### src/rtl/serializer_pkg.sv
`default_nettype none
// ============================================================================
//  Module   : serializer_pkg
//  Purpose  : Shared state encodings and index-width helper for the
//             parallel-to-serial front end.
//  Revision : 1.0  initial release
// ============================================================================
package serializer_pkg;

  // Shifter FSM encodings
  localparam logic [0:0] ST_IDLE  = 1'b0;
  localparam logic [0:0] ST_SHIFT = 1'b1;

  // Bit-index width for a word of the given width (never below one bit)
  function automatic int idx_width(input int width);
    return (width <= 2) ? 1 : $clog2(width);
  endfunction

endpackage
`default_nettype wire

### src/rtl/bit_serializer_if.sv
`default_nettype none
// ============================================================================
//  Module   : bit_serializer_if
//  Purpose  : Word-in / bit-out bundle of the serializer. The master side
//             offers words and observes the serial stream; the slave side is
//             the serializer itself.
//  Revision : 1.0  initial release
// ============================================================================
interface bit_serializer_if #(
  parameter int WIDTH = 8,
  parameter int CNT_W = 16
);
  logic [WIDTH-1:0] din;
  logic             din_valid;
  logic             din_ready;
  logic             sout;
  logic             sout_valid;
  logic             last;
  logic             busy;
  logic [CNT_W-1:0] words_sent;

  modport master (
    output din, din_valid,
    input  din_ready, sout, sout_valid, last, busy, words_sent
  );

  modport slave (
    input  din, din_valid,
    output din_ready, sout, sout_valid, last, busy, words_sent
  );
endinterface
`default_nettype wire

### src/rtl/ser_hold_buf.sv
`default_nettype none
// ============================================================================
//  Module   : ser_hold_buf
//  Purpose  : One-entry valid/ready holding buffer. Ready depends only on the
//             stored flag and reset, so there is no path from in_valid.
//  Revision : 1.0  initial release
// ============================================================================
module ser_hold_buf #(
  parameter int WIDTH = 8
) (
  input  logic             clk,
  input  logic             rst,
  input  logic [WIDTH-1:0] in_data,
  input  logic             in_valid,
  output logic             in_ready,
  output logic [WIDTH-1:0] out_data,
  output logic             out_valid,
  input  logic             out_take
);

  logic             full;
  logic [WIDTH-1:0] data;
  logic             write;

  assign in_ready  = rst & ~full;
  assign write     = in_valid & in_ready;
  assign out_data  = data;
  assign out_valid = full;

  // Occupancy: a write fills the slot, a take without a write empties it
  always_ff @(posedge clk) begin
    if (!rst) full <= 1'b0;
    else      full <= write | (full & ~out_take);
  end

  // Payload is captured only on an accepting edge
  always_ff @(posedge clk) begin
    if (write) data <= in_data;
  end

endmodule
`default_nettype wire

### src/rtl/bit_serializer.sv
`default_nettype none
// ============================================================================
//  Module   : bit_serializer
//  Purpose  : Parallel-to-serial front end. Words arrive over valid/ready and
//             leave one bit per clock on sout; a one-entry hold buffer lets
//             words stream back-to-back with no idle bit in between.
//  Revision : 1.0  initial release
// ============================================================================
module bit_serializer
  import serializer_pkg::*;
#(
  parameter int WIDTH     = 8,
  parameter int MSB_FIRST = 1,
  parameter bit IDLE_BIT  = 1'b0,
  parameter int CNT_W     = 16
) (
  input  logic                  clk,
  input  logic                  rst,
  bit_serializer_if.slave       bus
);

  localparam int             IDX_W    = idx_width(WIDTH);
  localparam logic [IDX_W-1:0] IDX_LAST = IDX_W'(WIDTH - 1);

  // Shifter state
  logic [0:0]       state;
  logic [IDX_W-1:0] idx;
  logic [WIDTH-1:0] word;

  // Registered outputs
  logic             sout_q;
  logic             valid_q;
  logic             last_q;
  logic             busy_q;
  logic [CNT_W-1:0] count;

  // Hold buffer connections
  logic             hold_in_ready;
  logic             hold_in_valid;
  logic [WIDTH-1:0] hold_data;
  logic             hold_full;
  logic             hold_take;
  logic             hold_full_next;

  // Load decision
  logic             accept;
  logic             at_end;
  logic             bypass;

  // Next shifter state
  logic [0:0]       next_state;
  logic [IDX_W-1:0] next_idx;
  logic [WIDTH-1:0] next_word;
  logic [WIDTH-1:0] ordered;
  logic             next_bit;

  ser_hold_buf #(.WIDTH(WIDTH)) u_hold (
    .clk       (clk),
    .rst       (rst),
    .in_data   (bus.din),
    .in_valid  (hold_in_valid),
    .in_ready  (hold_in_ready),
    .out_data  (hold_data),
    .out_valid (hold_full),
    .out_take  (hold_take)
  );

  assign accept         = bus.din_valid & hold_in_ready;
  // The shifter can take a new word when empty or on its final bit
  assign at_end         = (state == ST_IDLE) | (idx == IDX_LAST);
  assign hold_take      = at_end & hold_full;
  assign bypass         = at_end & ~hold_full & accept;
  assign hold_in_valid  = accept & ~bypass;
  assign hold_full_next = hold_in_valid | (hold_full & ~hold_take);

  // Next shifter contents: drain hold first, then bypass, else keep shifting
  always_comb begin
    next_state = state;
    next_idx   = idx;
    next_word  = word;
    if (hold_take) begin
      next_state = ST_SHIFT;
      next_idx   = '0;
      next_word  = hold_data;
    end else if (bypass) begin
      next_state = ST_SHIFT;
      next_idx   = '0;
      next_word  = bus.din;
    end else if (state == ST_SHIFT) begin
      if (idx == IDX_LAST) begin
        next_state = ST_IDLE;
        next_idx   = '0;
      end else begin
        next_idx   = idx + IDX_W'(1);
      end
    end
  end

  // Bit order is fixed at elaboration: reverse the word for MSB-first so a
  // rising index always walks the transmit order
  if (MSB_FIRST != 0) begin : g_msb_first
    for (genvar i = 0; i < WIDTH; i++) begin : g_rev
      assign ordered[i] = next_word[WIDTH-1-i];
    end
  end else begin : g_lsb_first
    assign ordered = next_word;
  end

  assign next_bit = ordered[next_idx];

  // Shifter FSM registers
  always_ff @(posedge clk) begin
    if (!rst) begin
      state <= ST_IDLE;
      idx   <= '0;
      word  <= '0;
    end else begin
      state <= next_state;
      idx   <= next_idx;
      word  <= next_word;
    end
  end

  // Output flops, computed from the next state so every output is registered
  always_ff @(posedge clk) begin
    if (!rst) begin
      sout_q  <= IDLE_BIT;
      valid_q <= 1'b0;
      last_q  <= 1'b0;
      busy_q  <= 1'b0;
    end else begin
      sout_q  <= (next_state == ST_SHIFT) ? next_bit : IDLE_BIT;
      valid_q <= (next_state == ST_SHIFT);
      last_q  <= (next_state == ST_SHIFT) && (next_idx == IDX_LAST);
      busy_q  <= (next_state == ST_SHIFT) | hold_full_next;
    end
  end

  // Completed-word counter, wraps naturally at its width
  always_ff @(posedge clk) begin
    if (!rst)        count <= '0;
    else if (last_q) count <= count + CNT_W'(1);
  end

  assign bus.din_ready  = hold_in_ready;
  assign bus.sout       = sout_q;
  assign bus.sout_valid = valid_q;
  assign bus.last       = last_q;
  assign bus.busy       = busy_q;
  assign bus.words_sent = count;

endmodule
`default_nettype wire

### src/flat_wrapper.sv
// flat-port wrapper written by rule: the top's interface ports become plain ports
module bit_serializer_flat import serializer_pkg::*;
#(
  parameter int WIDTH     = 8,
  parameter int MSB_FIRST = 1,
  parameter bit IDLE_BIT  = 1'b0,
  parameter int CNT_W     = 16
)
  (clk, rst, bus_din, bus_din_valid, bus_din_ready, bus_sout, bus_sout_valid, bus_last, bus_busy, bus_words_sent);
  bit_serializer_if #(.WIDTH(WIDTH), .CNT_W(CNT_W)) bus_i ();
  input  logic clk;
  input  logic rst;
  input wire logic [$bits(bus_i.din)-1:0] bus_din;
  input wire logic [$bits(bus_i.din_valid)-1:0] bus_din_valid;
  output wire logic [$bits(bus_i.din_ready)-1:0] bus_din_ready;
  output wire logic [$bits(bus_i.sout)-1:0] bus_sout;
  output wire logic [$bits(bus_i.sout_valid)-1:0] bus_sout_valid;
  output wire logic [$bits(bus_i.last)-1:0] bus_last;
  output wire logic [$bits(bus_i.busy)-1:0] bus_busy;
  output wire logic [$bits(bus_i.words_sent)-1:0] bus_words_sent;
  assign bus_i.din = bus_din;
  assign bus_i.din_valid = bus_din_valid;
  assign bus_din_ready = bus_i.din_ready;
  assign bus_sout = bus_i.sout;
  assign bus_sout_valid = bus_i.sout_valid;
  assign bus_last = bus_i.last;
  assign bus_busy = bus_i.busy;
  assign bus_words_sent = bus_i.words_sent;
  bit_serializer #(.WIDTH(WIDTH), .MSB_FIRST(MSB_FIRST), .IDLE_BIT(IDLE_BIT), .CNT_W(CNT_W)) u_core (.clk(clk), .rst(rst), .bus(bus_i));
endmodule
### config.mk
export PLATFORM = sky130hd
export DESIGN_NAME = bit_serializer_flat
export DESIGN_NICKNAME = d
export VERILOG_FILES = /design/src/rtl/serializer_pkg.sv /design/src/rtl/bit_serializer_if.sv /design/src/rtl/ser_hold_buf.sv /design/src/rtl/bit_serializer.sv /design/src/flat_wrapper.sv
export SDC_FILE = /design/constraint.sdc
export NUM_CORES = 1
export LEC_CHECK = 0
export CAP_MARGIN = 0
export CORE_MARGIN = 5
export CORE_UTILIZATION = 40
export DETAILED_ROUTE_END_ITERATION = 7
export GPL_ROUTABILITY_DRIVEN = 0
export SETUP_SLACK_MARGIN = 0.2
export SYNTH_ARGS = -nofsm -noshare
export SYNTH_HDL_FRONTEND = slang
export SYNTH_SLANG_ARGS = --single-unit
### constraint.sdc
create_clock -name clk -period 4.8 [get_ports clk]
set_input_delay 0.48 -clock clk [delete_from_list [all_inputs] [get_ports clk]]
set_output_delay 0.48 -clock clk [all_outputs]
set_load 0.005 [all_outputs]
**Word level (Yosys, flattened, before mapping)**

Cells that the tools add are included.

- Register bits after elaboration: 40
- Latch bits: 0
- Memory bits (writable): 0
- Memory bits (read-only): 0
- Input port bits: 11
- Output and inout bits: 21
- Word-level logic and storage cells: 44
- Memories: 0

- Add/sub/neg operators: 2
- Multipliers: 0
- Divide/modulo/power cells: 0
- Magnitude comparators: 1
- Equal/unequal tests: 2
- Shift-type cells: 0
- Multiplexer cells: 12
- Bitwise operators: 16
- Reductions and logical operators: 2

Operators with widths:

| cell | number |
|---|---|
| adder 16 x 1 -> 16 bit, second input constant | 1 |
| 2-to-1 mux 8 bit | 2 |
| 2-to-1 mux 3 bit | 4 |
| bitwise AND 1 bit | 8 |
| == test 3 bit, second input constant | 2 |
| 2-to-1 mux 1 bit | 5 |
| less-than comparator 3 x 4 -> 1 bit, second input constant | 1 |
| inverter 1 bit | 4 |
| OR 1 bit | 4 |
| adder 3 x 1 -> 3 bit, second input constant | 1 |
| binary-select mux 1 bit (select 3 bit) | 1 |
| AND reduction 2 bit | 1 |
| logical AND 1 bit | 1 |

**Longest topological paths before layout**

Gate-level depths: netlist (run 1).

- Depth in word-level cells: 8
- Gate-level depth with buffers: 8
- Gate-level depth less buffers: 8

**Hierarchy**

A second synthesis (run 1) with hierarchy kept.

- Cell total of the unflattened synthesis: 182
- Area total of the unflattened synthesis: 1719.1 um2

Modules (own cells, without submodules):

| module | instances | cells each | area an instance (um2) | sequential area each (um2) |
|---|---|---|---|---|
| bit_serializer | 1 | 168 | 1422.6 | 620.6 |
| ser_hold_buf | 1 | 14 | 296.5 | 260.2 |

**Worst setup path after synthesis (run 1)**

No wires, ideal clock.

- Path type: reg-to-reg
- Start: register u_core.idx[0]
- End: register u_core.u_hold.data[0], in the netlist u_core.u_hold.out_data[0], enable pin
- Arrival: 1801 ps
- Path slack: 2616 ps
- Cell stages (with the launch flop): 6
- Cells stage by stage: dfxtp_1 ha_1 ha_1 nand2b_1 buf_2 nor3_1

- Word-level cells in the longest chain between the ends: 7

Ends and longest elaborated chain:

| item | line | source |
|---|---|---|
| start: declaration | bit_serializer.sv:27 | `logic [IDX_W-1:0] idx;` |
| start signal: assignment | bit_serializer.sv:119 | `idx <= next_idx;` |
| == test 3 bit | bit_serializer.sv:70 | `assign at_end = (state == ST_IDLE) \| (idx == IDX_LAST);` |
| OR 1 bit | bit_serializer.sv:70 |  |
| bitwise AND 1 bit (2 in series) | bit_serializer.sv:72 | `assign bypass = at_end & ~hold_full & accept;` |
| inverter 1 bit | bit_serializer.sv:73 | `assign hold_in_valid = accept & ~bypass;` |
| bitwise AND 1 bit | bit_serializer.sv:73 |  |
| bitwise AND 1 bit | ser_hold_buf.sv:26 | `assign write = in_valid & in_ready;` |
| named net u_core.u_hold.write | ser_hold_buf.sv:23 | `logic write;` |
| end signal: assignment | ser_hold_buf.sv:38 | `if (write) data <= in_data;` |
| end: declaration | ser_hold_buf.sv:22 | `logic [WIDTH-1:0] data;` |

The timed path passes the listed nets, and every way through them passes these cells.
A chain may end at the register's enable or synchronous reset.

**Final worst setup path (run 1)**

Ends and elaborated chain as after synthesis.

==> flow_summary.ini, run 1 <==
[cts]
clk_pin_slew_worst_paths_ns = 0.07
clock_latency_ns = 0.29
ctsRootBufferMaster = clkbuf_8
cts_buffers = 5
clock-sinks = 40
clock_path_buffers = 2
cts_resized = 0
cts_tree = built
post_cts_buffers = 0
htreeDepth = 2
ctsHoldBuffers = 0

[synth]
synth_top_family_by_area = simple AND/OR/NAND/NOR gates
synthArstFlopShare_pct = 0
syn_nets = 195
synth_warnings = 0
netlist_area_um2 = 1760
synth_fa_ha_area_share_pct = 2.13
synthSimpleGateAreaFrac_pct = 20.4
synth_xor_area_share_pct = 5.47
ys_seq_elements = 40
ys_seq_area_share_pct = 50.0
yosys-mux-area-fraction_pct = 0.569
dominantRegCellSynth = dfxtp_1
synth_cells = 181
synth-compound-area-share_pct = 18.5
synth_area_per_cell_um2 = 9.73
synth.distinct_cells = 45
synth_edf_count = 8

[grt]
grt_pass1_vias = 1503
antenna_found_initial = 0
overflow = 0
grt_pass1_wl_um = 6860
grt.total_usage_pct = 14.1
use_met2_pct = 21.5
grt_max_degree = 29
met1_usage_pct = 18.3
gr-usage-met3_pct = 3.90
top_usage_layer = met2

[sta]
period_share_pct = 54.2
tightest_slew_ns = 1.14
finalSetupViolations = 0
rsz0062_at_grt = false
period_minus_slack_ns = 2.60
max_freq_ghz = 0.385
slew_headroom_pct = 23.7
drv_slew = 0
setup-tns-final_ns = 0
hold_viol_final = 0
fin_skew_ns = 0.00691
setup_ws_ns = 2.20

[cells_and_area]
diodes = 0
utilization_pct = 50.9
drive_above_1_share_pct = 7.94
syn2layout_area_growth_pct = 24.9
layout.nets = 227

[critical_path]
timing.critical_path.arrival_ns = 2.51
crit_type = flop to flop
critPathLaunch = u_core.idx[0]$_SDFF_PN0_
worstReg2RegStart = u_core.idx[0]$_SDFF_PN0_
cp.required_ns = 4.71
cp_max_fo = 16
end_kind = flop
startpoint_type = flop

[min_path]
hold_start = u_core.bus.words_sent[15]$_SDFFE_PN0P_
hold_class = flop to flop

[detailed_routing]
vias_per_cell = 5.67
antenna_left = 0
dr.pass1.iters = 4
totalWireLength_um = 4080
drc = 0
drt-initial-drc-count = 226
wl_per_cell_um = 15.3
vias = 1508

[floorplan]
core_area_um2 = 4320
initial_core_util_pct = 40.7
die_y_um = 76.3
dieArea_um2 = 5830
rows = 24
pin_count = 32
die_w_um = 76.3

[power_and_ir_drop]
vdd_ir_drop_max_v = 0.000171
power_density_nw_per_um2 = 307
p_leak_nw = 0.764

[place]
place_hpwl_um = 2950
pre_cts_ws_ns = 2.13
port_buffers = 31

[run]
max_cap_viol_count = 0

[outcome]
status = completed
stage by stage:
stage	area, um2	total power [mW]	hold slack (ns)	cells
global placement	2100	0.437	0.471	258
global route	2200	0.700	0.543	266
finish	2200	0.675	0.496	266
floorplan	1760	0.412	0.474	181
detailed placement	2100	0.439	0.488	258
CTS	2200	0.680	0.504	266
critical path, stage by stage, from the launching register on:
cell and delay [ns]:
dfxtp_1 0.34, ha_1 0.20, ha_1 0.24, nand2b_1 0.41, nor3_1 1.02
final timing paths:
kind,end,slack [ns],cells past startpoint
setup / recovery,u_core.u_hold.out_data[0]$_DFFE_PP_,2.20,4
hold / removal,u_core.bus.words_sent[15]$_SDFFE_PN0P_,0.50,2
setup reg to reg,u_core.u_hold.out_data[0]$_DFFE_PP_,2.20,4
hold reg to reg,u_core.bus.words_sent[15]$_SDFFE_PN0P_,0.50,2
cells in the mapped netlist, drive strengths merged (3+ instances only):
| library cell | n | area, um2 |
|---|---|---|
| and3 | 3 | 18.8 |
| nor2 | 23 | 86.3 |
| or3 | 6 | 40.0 |
| nand4 | 7 | 43.8 |
| o21ai | 7 | 46.3 |
| a21oi | 11 | 55.1 |
| buf | 5 | 28.8 |
| a211oi | 6 | 50.1 |
| o22ai | 9 | 56.3 |
| xor2 | 8 | 70.1 |
| inv | 4 | 15.0 |
| ha | 3 | 37.5 |
| and2 | 4 | 27.5 |
| nand3 | 5 | 25.0 |
| xnor2 | 3 | 26.3 |
| nor3 | 4 | 20.0 |
| edfxtp | 8 | 240 |
| nand2 | 11 | 41.3 |
| dfxtp | 32 | 641 |
sequential cells by signal (all words and copies together) (netlist names):
name / count
u_core.bus.busy: 1
u_core.u_hold.out_data: 8
u_core.bus.last: 1
u_core.bus.sout: 1
u_core.bus.words_sent: 16
u_core.idx: 3
u_core.u_hold.out_valid: 1
u_core.state: 1
u_core.word: 8
final cells by class:
type,instances,area (um2)
Tap cell,52,65.1
Inverter,4,15.0
Multi-Input combinational cell,131,828
Fill cell,418,2120
Clock buffer,8,100
Sequential cell,40,881
Timing Repair Buffer,31,310
cell usage in the layout (no fill, tap or decap), drive strengths merged, types with 5 or more instances in the layout:
master	count
xor2	8
clkbuf	8
a211oi	6
nand3	5
clkdlybuf4s50	31
o21ai	7
nand4	7
a21oi	11
edfxtp	8
nand2	11
o22ai	9
nor2	23
dfxtp	32
or3	6
report_power, final:
part	internal, mW	switching (mW)
sequential	0.353	0.00865
clock	0.131	0.112
combinational	0.0317	0.0381
routing by layer:
layer  part of all wire, %  vias up  routed length [um]
met4                   2.3        0                  93
met5                     0        -                   0
met1                    48      705                1940
li1                      -      734                   -
met3                   5.9       10                 239
met2                    44       59                1810
kinds of logic after synthesis:
kind of cell | after synthesis
buffers and inverters | 10
flip-flops | 40
multiplexers | 1
adder cells (fa/ha/maj) | 3
AND/OR/NAND/NOR | 71
XOR/XNOR | 11
AO/OA/AOI/OAI | 45
Note: power is estimated with default switching activity, not from simulation.
==> run 2, diff against run 1 <==
--- a/config.mk
+++ b/config.mk
@@ -10,6 +10,7 @@
 export CORE_UTILIZATION = 40
 export DETAILED_ROUTE_END_ITERATION = 7
 export GPL_ROUTABILITY_DRIVEN = 0
+export PLACE_DENSITY = 0.66
 export SETUP_SLACK_MARGIN = 0.2
 export SYNTH_ARGS = -nofsm -noshare
 export SYNTH_HDL_FRONTEND = slang
==> constraint.sdc (replaced) <==
create_clock -name clk -period 2.3 [get_ports clk]
set_input_delay 0.23 -clock clk [delete_from_list [all_inputs] [get_ports clk]]
set_output_delay 0.23 -clock clk [all_outputs]
set_load 0.005 [all_outputs]
==> run 2 against run 1 <==
Compared with the run above:
- non-clock buffer count is 17 higher
- utilization up 4.6 points
- clock power up 110%
- sequential share of layout area is 3.1 points lower
- cell area up 9.0%
- worst setup slack worse by 1.9 ns
- critical endpoint is now u_core.bus.sout$_SDFF_PN0_
- largest cell class is now multi-input gates
- highest routed layer unchanged
==> flow_summary.ini, run 2 (same netlist as run 1, synthesis figures left out) <==
[outcome]
status = completed

[cells_and_area]
drive_above_1_share_pct = 19.5
design_area_um2 = 2400
layout_commonest_cell = clkdlybuf4s50_1
syn2layout_area_growth_pct = 36.2
layout.nets = 244
utilization_pct = 55.4
diodes = 0
largest_register_ffs = 16
final_cell_mix = 31 x clkdlybuf4s50_1, 30 x dfxtp_1, 23 x nor2_1
final_cells = 283

[cts]
cts_buffers = 5
clk_pin_slew_worst_paths_ns = 0.08
clock-sinks = 40
htreeDepth = 2
clock_latency_ns = 0.30
cts_tree = built
clock_path_buffers = 2
ctsRootBufferMaster = clkbuf_8

[power_and_ir_drop]
finalPower_mw = 1.46
power_density_nw_per_um2 = 608
vdd_ir_drop_max_v = 0.000301
p_leak_nw = 0.855

[sta]
fin_skew_ns = 0.00717
period_minus_slack_ns = 1.98
tightest_slew_ns = 0.451
hold-worst-slack_ns = 0.486
rsz0062_at_grt = false
slew_headroom_pct = 69.9
setup_ws_ns = 0.319
hold_viol_final = 0
finalSetupViolations = 0
period_share_pct = 86.1
drv_slew = 0
setup-tns-final_ns = 0
max_freq_ghz = 0.505

[detailed_routing]
drc = 0
totalWireLength_um = 4210
dr.pass1.iters = 4
wl_per_cell_um = 14.9
vias = 1562
antenna_left = 0
drt-initial-drc-count = 102
vias_per_cell = 5.52

[min_path]
hold_class = flop to flop
hold_end = u_core.bus.words_sent[15]$_SDFFE_PN0P_
min_path_cells = 2
hold_start = u_core.bus.words_sent[15]$_SDFFE_PN0P_

[critical_path]
worstReg2RegEnd = u_core.bus.sout$_SDFF_PN0_
crit_type = flop to flop
cp.required_ns = 2.51
regToRegSetupSlack_ns = 0.32
r2r_cells = 10
worstReg2RegStart = u_core.idx[1]$_SDFF_PN0_
cp_max_fo = 6
startpoint_type = flop
timing.critical_path.arrival_ns = 2.19
end_kind = flop

[grt]
grt_max_degree = 13
grt_pass1_vias = 1390
grt_pass1_wl_um = 6760
antenna_found_initial = 0
overflow = 0
grt.total_usage_pct = 14.2

[place]
pre_cts_ws_ns = 0.0561
dp_cells = 270
place_area_um2 = 2190
port_buffers = 31
place_hpwl_um = 2940

[floorplan]
die_w_um = 76.3
pin_count = 32
dieArea_um2 = 5830
core_area_um2 = 4320
initial_core_util_pct = 40.7
die_y_um = 76.3
rows = 24

[run]
max_cap_viol_count = 0
## run 2: cell types whose count changed in the layout (fill, tap and decap cells not counted), sizes merged
cell    before  now
buf          0   17
clkinv       0    1
clkbuf       8    7
## run 2: worst max path at each step
stage                             start                         end  slack (ns)  depth (start not counted)
6_report       u_core.idx[1]$_SDFF_PN0_  u_core.bus.sout$_SDFF_PN0_        0.32                         10
5_1_grt        u_core.idx[1]$_SDFF_PN0_  u_core.bus.sout$_SDFF_PN0_        0.22                         10
4_1_cts        u_core.idx[1]$_SDFF_PN0_  u_core.bus.sout$_SDFF_PN0_        0.21                          9
3_5_place_dp   u_core.idx[0]$_SDFF_PN0_  u_core.bus.sout$_SDFF_PN0_        0.06                          9
3_3_place_gp   u_core.idx[0]$_SDFF_PN0_  u_core.bus.sout$_SDFF_PN0_        0.09                          9
2_1_floorplan  u_core.idx[0]$_SDFF_PN0_  u_core.bus.sout$_SDFF_PN0_        0.29                          8
## run 2: what timing repair did
action | CTS | global route
resized for setup | 3 | 12
hold buffers | 0 | 0
pin swaps | 1 | 3
endpoints found under the setup margin | 1 | 1
cloned | 0 | 0
buffers inserted | 0 | 5
## run 2: cell type report
cell class | count | area [um2]
Tap cell | 52 | 65.1
Clock buffer | 7 | 97.6
Fill cell | 404 | 1930
Multi-Input combinational cell | 131 | 887
Inverter | 4 | 15.0
Sequential cell | 40 | 886
Timing Repair Buffer | 48 | 442
Clock inverter | 1 | 5.00
## run 2: power by group
part,total [mW],leakage [nW],switching [mW],internal (mW)
clock network,0.520,0.0534,0.242,0.278
registers,0.756,0.334,0.0188,0.737
logic,0.182,0.467,0.0903,0.0913
total,1.46,0.855,0.351,1.11
## run 2: worst max-delay path, stage by stage (launching register included)
cell and delay, ns:
dfxtp_2 0.37, ha_4 0.14, ha_4 0.15, nand2b_4 0.17, buf_6 0.13, a2bb2oi_1 0.15, nand3_1 0.12, o32ai_2 0.31
buf_4 0.17, a2111oi_2 0.03, nor4_1 0.17
## run 2: layer usage
layer	part of all wire [%]	vias to the layer above	track usage [%]	wire [um]
met3	6.1	7	4.96	256
met4	1.4	0	6.12	60
met2	44	50	20.5	1850
met1	48	734	19.0	2040
met5	0	-	0	0
li1	-	771	-	-
